## config.mk

```make
export PLATFORM = sky130hd
export DESIGN_NAME = sd_share_ctrl
export DESIGN_NICKNAME = d
export VERILOG_FILES = /design/src/rtl/sd_ctrl_pkg.sv /design/src/rtl/sd_rr_pick.sv /design/src/rtl/sd_share_ctrl.sv
export SDC_FILE = /design/constraint.sdc
export NUM_CORES = 1
export LEC_CHECK = 0
export CAP_MARGIN = 20
export CORE_ASPECT_RATIO = 1.4
export CORE_MARGIN = 5
export CORE_UTILIZATION = 54
export DETAILED_ROUTE_END_ITERATION = 12
export PLACE_DENSITY = 0.78
export SLEW_MARGIN = 10
export SYNTH_ARGS = -nofsm -noshare
export SYNTH_HDL_FRONTEND = slang
export SYNTH_HIERARCHICAL = 1
export SYNTH_SLANG_ARGS = --single-unit
```

## constraint.sdc

```tcl
create_clock -name clk -period 1.8 [get_ports clk]
set_clock_uncertainty 0.05 [all_clocks]
set_input_delay 0.36 -clock clk [delete_from_list [all_inputs] [get_ports clk]]
set_output_delay 0.36 -clock clk [all_outputs]
set_load 0.1 [all_outputs]
```

## src/rtl/sd_ctrl_pkg.sv

```systemverilog
// Shared types and default constants for the SD share controller.
package sd_ctrl_pkg;

  typedef enum logic [2:0] {
    IDLE,
    START,
    WAIT_FIN,
    DONE,
    ERR
  } sd_state_t;

  localparam int unsigned XS_LEN_DEF  = 2;
  localparam int unsigned TIMEOUT_DEF = 1000;

endpackage

```

## src/rtl/sd_rr_pick.sv

```systemverilog
// Combinational round-robin picker: first set request at or above ptr, wrapping.
module sd_rr_pick #(
  parameter  int unsigned N_REQ = 4,
  localparam int unsigned PW    = $clog2(N_REQ)
) (
  input  logic [N_REQ-1:0] req,
  input  logic [PW-1:0]    ptr,
  output logic             valid,
  output logic [PW-1:0]    winner
);

  always_comb begin
    logic [PW-1:0] idx;
    valid  = 1'b0;
    winner = '0;
    idx    = '0;
    for (int unsigned i = 0; i < N_REQ; i++) begin
      idx = PW'((32'(ptr) + i) % N_REQ);
      if (!valid && req[idx]) begin
        valid  = 1'b1;
        winner = idx;
      end
    end
  end

endmodule

```

## src/rtl/sd_share_ctrl.sv

```systemverilog
// Time-shares one SD unit among N_REQ requesters: round-robin grant, xs strobe,
// wait for fin with timeout, then a done/to_err pulse to the owner.
module sd_share_ctrl
  import sd_ctrl_pkg::*;
#(
  parameter int unsigned N_REQ   = 4,
  parameter int unsigned XS_LEN  = XS_LEN_DEF,
  parameter int unsigned TIMEOUT = TIMEOUT_DEF,
  parameter int unsigned TW      = $clog2(TIMEOUT + 1)
) (
  input  logic             clk,
  input  logic             reset,
  input  logic [N_REQ-1:0] req,
  output logic [N_REQ-1:0] grant,
  output logic [N_REQ-1:0] done,
  output logic [N_REQ-1:0] to_err,
  output logic             busy,
  output logic             sd_xs,
  input  logic             sd_fin
);

  localparam int unsigned PW = $clog2(N_REQ);
  localparam int unsigned XW = $clog2(XS_LEN + 1);

  sd_state_t        state_q, state_d;
  logic [PW-1:0]    ptr_q, ptr_d;
  logic [PW-1:0]    win_q, win_d;
  logic [XW-1:0]    xcnt_q, xcnt_d;
  logic [TW-1:0]    tcnt_q, tcnt_d;
  logic [N_REQ-1:0] grant_d, done_d, to_err_d;
  logic             busy_d, xs_d;

  logic             pick_valid;
  logic [PW-1:0]    pick_w;

  sd_rr_pick #(.N_REQ(N_REQ)) u_pick (
    .req    (req),
    .ptr    (ptr_q),
    .valid  (pick_valid),
    .winner (pick_w)
  );

  always_ff @(posedge clk or negedge reset) begin
    if (!reset) begin
      state_q <= IDLE;
      ptr_q   <= '0;
      win_q   <= '0;
      xcnt_q  <= '0;
      tcnt_q  <= '0;
      grant   <= '0;
      done    <= '0;
      to_err  <= '0;
      busy    <= 1'b0;
      sd_xs   <= 1'b0;
    end else begin
      state_q <= state_d;
      ptr_q   <= ptr_d;
      win_q   <= win_d;
      xcnt_q  <= xcnt_d;
      tcnt_q  <= tcnt_d;
      grant   <= grant_d;
      done    <= done_d;
      to_err  <= to_err_d;
      busy    <= busy_d;
      sd_xs   <= xs_d;
    end
  end

  // Outputs are computed one state ahead so every port comes straight from a flop.
  always_comb begin
    state_d  = state_q;
    ptr_d    = ptr_q;
    win_d    = win_q;
    xcnt_d   = xcnt_q;
    tcnt_d   = tcnt_q;
    grant_d  = grant;
    done_d   = '0;
    to_err_d = '0;
    busy_d   = busy;
    xs_d     = sd_xs;
    unique case (state_q)
      IDLE: begin
        if (pick_valid) begin
          state_d         = START;
          win_d           = pick_w;
          grant_d         = '0;
          grant_d[pick_w] = 1'b1;
          xs_d            = 1'b1;
          busy_d          = 1'b1;
          xcnt_d          = '0;
        end
      end
      START: begin
        if (xcnt_q == XW'(XS_LEN - 1)) begin
          state_d = WAIT_FIN;
          xs_d    = 1'b0;
          tcnt_d  = '0;
        end else begin
          xcnt_d = xcnt_q + 1'b1;
        end
      end
      WAIT_FIN: begin
        tcnt_d = tcnt_q + 1'b1;
        // fin takes priority over a timeout in the same cycle
        if (sd_fin) begin
          state_d = DONE;
          done_d  = grant;
        end else if (tcnt_q == TW'(TIMEOUT - 1)) begin
          state_d  = ERR;
          to_err_d = grant;
        end
      end
      DONE, ERR: begin
        state_d = IDLE;
        grant_d = '0;
        busy_d  = 1'b0;
        ptr_d   = (win_q == PW'(N_REQ - 1)) ? '0 : win_q + 1'b1;
      end
      default: begin
        state_d = IDLE;
        grant_d = '0;
        busy_d  = 1'b0;
        xs_d    = 1'b0;
      end
    endcase
  end

endmodule
```

==> impl_metrics.env <==
export IMPL_status="complete, no violations"
export IMPL_ctsResizeCount=0
export IMPL_cts_buffer_depth=2
export IMPL_layout_drive_gt1_share_pct=26.5
export IMPL_grtUsageTotal_pct=20.5
export IMPL_ys_ff_latch=33
export IMPL_slowest_delay_ns=0.45
export IMPL_overflow=0
export IMPL_syn_avg_cell_area_um2=10.1
export IMPL_die_area_um2=4320
export IMPL_dp_hpwl_um=2970
export IMPL_hp_class="input port to asynchronous set/reset pin"
export IMPL_worstSkewPairLatency_ns=0.29
export IMPL_rrSetupSlack_ns=0.11
export IMPL_timing_final_crit_period_ns=1.74
export IMPL_finalSetupTns_ns=0
export IMPL_finalSetupViolations=0
export IMPL_cap_violations=0
export IMPL_cts_tree="done"
export IMPL_grt_pass1_vias=1503
export IMPL_post_route_drc_count=0
export IMPL_yosysWarnings=6
export IMPL_worst_path_max_delay_cell="clkdlybuf4s50_1"
export IMPL_die_x_um=57.0
export IMPL_utilization_pct=75.5
export IMPL_syn_area_um2=1670
export IMPL_synth_cells=165
export IMPL_synth_edf_count=0
export IMPL_pin_count=21
export IMPL_cp_end_kind="flop"
export IMPL_floorplan_initialDensity_pct=55.0
export IMPL_clockRootBuffer="clkbuf_8"
export IMPL_cp_data_arrival_time_ns=1.87
export IMPL_syn_to_final_growth_pct=37.4
export IMPL_fp_row_count=24
export IMPL_startpoint_type="input port"
export IMPL_critPathMaxFanout=3
export IMPL_finalMaxSlewViolations=0
export IMPL_timing_final_ws_setup_ns=0.0589
export IMPL_hold_viol_final=0
export IMPL_fmax_mhz=574
export IMPL_die_height_um=75.8
export IMPL_dpl_worst_slack_ns=-0.296
export IMPL_wl_um=4070
export IMPL_post_route_period_util_pct=96.7
export IMPL_multiInputGateArea_um2=797
export IMPL_fillers=205
export IMPL_criticalPathCategory="input port to flop"
export IMPL_synthesis_nets=175
export IMPL_clock_sinks=33
export IMPL_hold_slack_ns=0.425
export IMPL_synthFlopType="dfrtp_1"
export IMPL_ir_drop_mv=1.18
export IMPL_cts_setup_buffers=0
export IMPL_cp_required_ns=1.92
export IMPL_antenna_found_initial=0
export IMPL_design_core_area_um2=3030
export IMPL_holdBufCountCts=0
export IMPL_crit_chain="clkdlybuf4s50_1, nor2_1, nand3_1, buf_4, a211oi_4, mux2_2"
export IMPL_drt_iter0_drc=43
export IMPL_cts_buffers=5
export IMPL_vias=1450
export IMPL_final_net_count=213
export IMPL_leakage_nw=0.983
export IMPL_clkTransAtPathRegs_ns=0.07
export IMPL_grt_max_degree=34
export IMPL_wl_per_cell_um=16.7
export IMPL_vias_per_cell=5.97
export IMPL_powerDensity_nw_per_um2=1530
export IMPL_postRouteAntennaNets=0
export IMPL_worst_pin_slew_ns=0.456
export IMPL_h_tree_depth=2
export IMPL_gp_congestion=0.887
export IMPL_portBuffers=20
export IMPL_layout_common_cells="32 x dfrtp_1, 17 x buf_4, 14 x buf_12"
export IMPL_regArea_um2=827
export IMPL_ys_async_sr_fraction_pct=100
export IMPL_critical_path_startpoint="req[3]"
export IMPL_post_synth_num_cell_types=45
export IMPL_grt_pass1_wl_um=6750
export IMPL_n_antenna_cell=0
export IMPL_maxSlewHeadroom_pct=69.6
export IMPL_yosysSeqAreaShare_pct=49.5
export IMPL_worstReg2RegStart="state_q[2]$_DFFE_PN0P_"
export IMPL_layout_commonest_cell="dfrtp_1"
export IMPL_first_pass_iters=4
-- metrics by stage --
step | cells | area (um2) | power, mW
final | 243 | 2290 | 3.51
after global routing | 243 | 2290 | 3.70
after CTS | 243 | 2250 | 3.46
after detailed placement | 235 | 2150 | 2.82
after global placement | 235 | 2150 | 2.76
after floorplan | 165 | 1670 | 2.19
-- power breakdown --
| group | total [mW] | switching [mW] | internal (mW) |
|---|---|---|---|
| registers | 1.16 | 0.239 | 0.920 |
| logic | 1.73 | 0.998 | 0.729 |
| clock network | 0.626 | 0.281 | 0.346 |
-- cell usage after synthesis, drive strengths merged, types with 3 or more instances --
cell | number | area, um2
a21oi | 10 | 50.1
and2 | 9 | 56.3
buf | 5 | 30.0
dfrtp | 33 | 826
ha | 3 | 37.5
inv | 13 | 48.8
nand2 | 12 | 45.0
nand2b | 4 | 25.0
nand3 | 7 | 35.0
nand4b | 3 | 26.3
nor2 | 6 | 22.5
nor3 | 3 | 15.0
nor4 | 3 | 25.0
o211ai | 7 | 52.6
o21ai | 6 | 30.0
o31ai | 3 | 22.5
or4b | 3 | 30.0
-- final timing paths --
kind / endpoint / cells past startpoint
max in group asynchronous: state_q[1]$_DFFE_PN0P_ / 2
worst min register to register: tcnt_q[9]$_DFFE_PN0P_ / 1
min in group clk: tcnt_q[9]$_DFFE_PN0P_ / 1
worst max register to register: tcnt_q[7]$_DFFE_PN0P_ / 3
worst min-delay path: done[1]$_DFF_PN0_ / 2
worst max-delay path: grant[2]$_DFFE_PN0P_ / 6
-- metal layers --
layer | global-route usage, % | part of all wire (%) | routed length, um | up-vias
li1 | - | - | - | 675
met2 | 38.0 | 55 | 2240 | 40
met3 | 4.41 | 4.4 | 177 | 18
met5 | 0 | 0 | 0 | -
met4 | 12.6 | 4.2 | 169 | 0
met1 | 21.2 | 36 | 1480 | 717
-- critical path, delay by kind of cell --
family,cells,cell delay [ns]
buffers and inverters,2,0.61
AO/OA/AOI/OAI,1,0.26
multiplexers,1,0.37
AND/OR/NAND/NOR,2,0.27
-- layout make-up --
class / count / share of cell area, %
clock buffers: 7 / 4.21
multi-input cells: 113 / 34.8
flip-flops and latches: 33 / 36.1
repair buffers: 37 / 20.4
inverters: 13 / 2.13
well taps: 39 / 2.13
clock inverters: 1 / 0.218
-- cell families (layout without fill, tap and decap cells) --
logic type      Yosys count  after routing  synth area share (%)
simple gates             64             64                  23.3
compound gates           41             41                  16.8
flops                    33             33                  49.5
buf+inv                  19             58                  5.03
mux                       4              4                  2.55
fa+ha+maj                 3              3                  2.25
xor+xnor                  1              1                 0.525
-- flip-flops by register name, summed over array words and instances (netlist names), 2 cells and up --
name     count
grant        4
ptr_q        2
state_q      3
tcnt_q      10
to_err       4
xcnt_q       2
win_q        2
done         4
No activity file was read; power rests on OpenSTA's default activity.
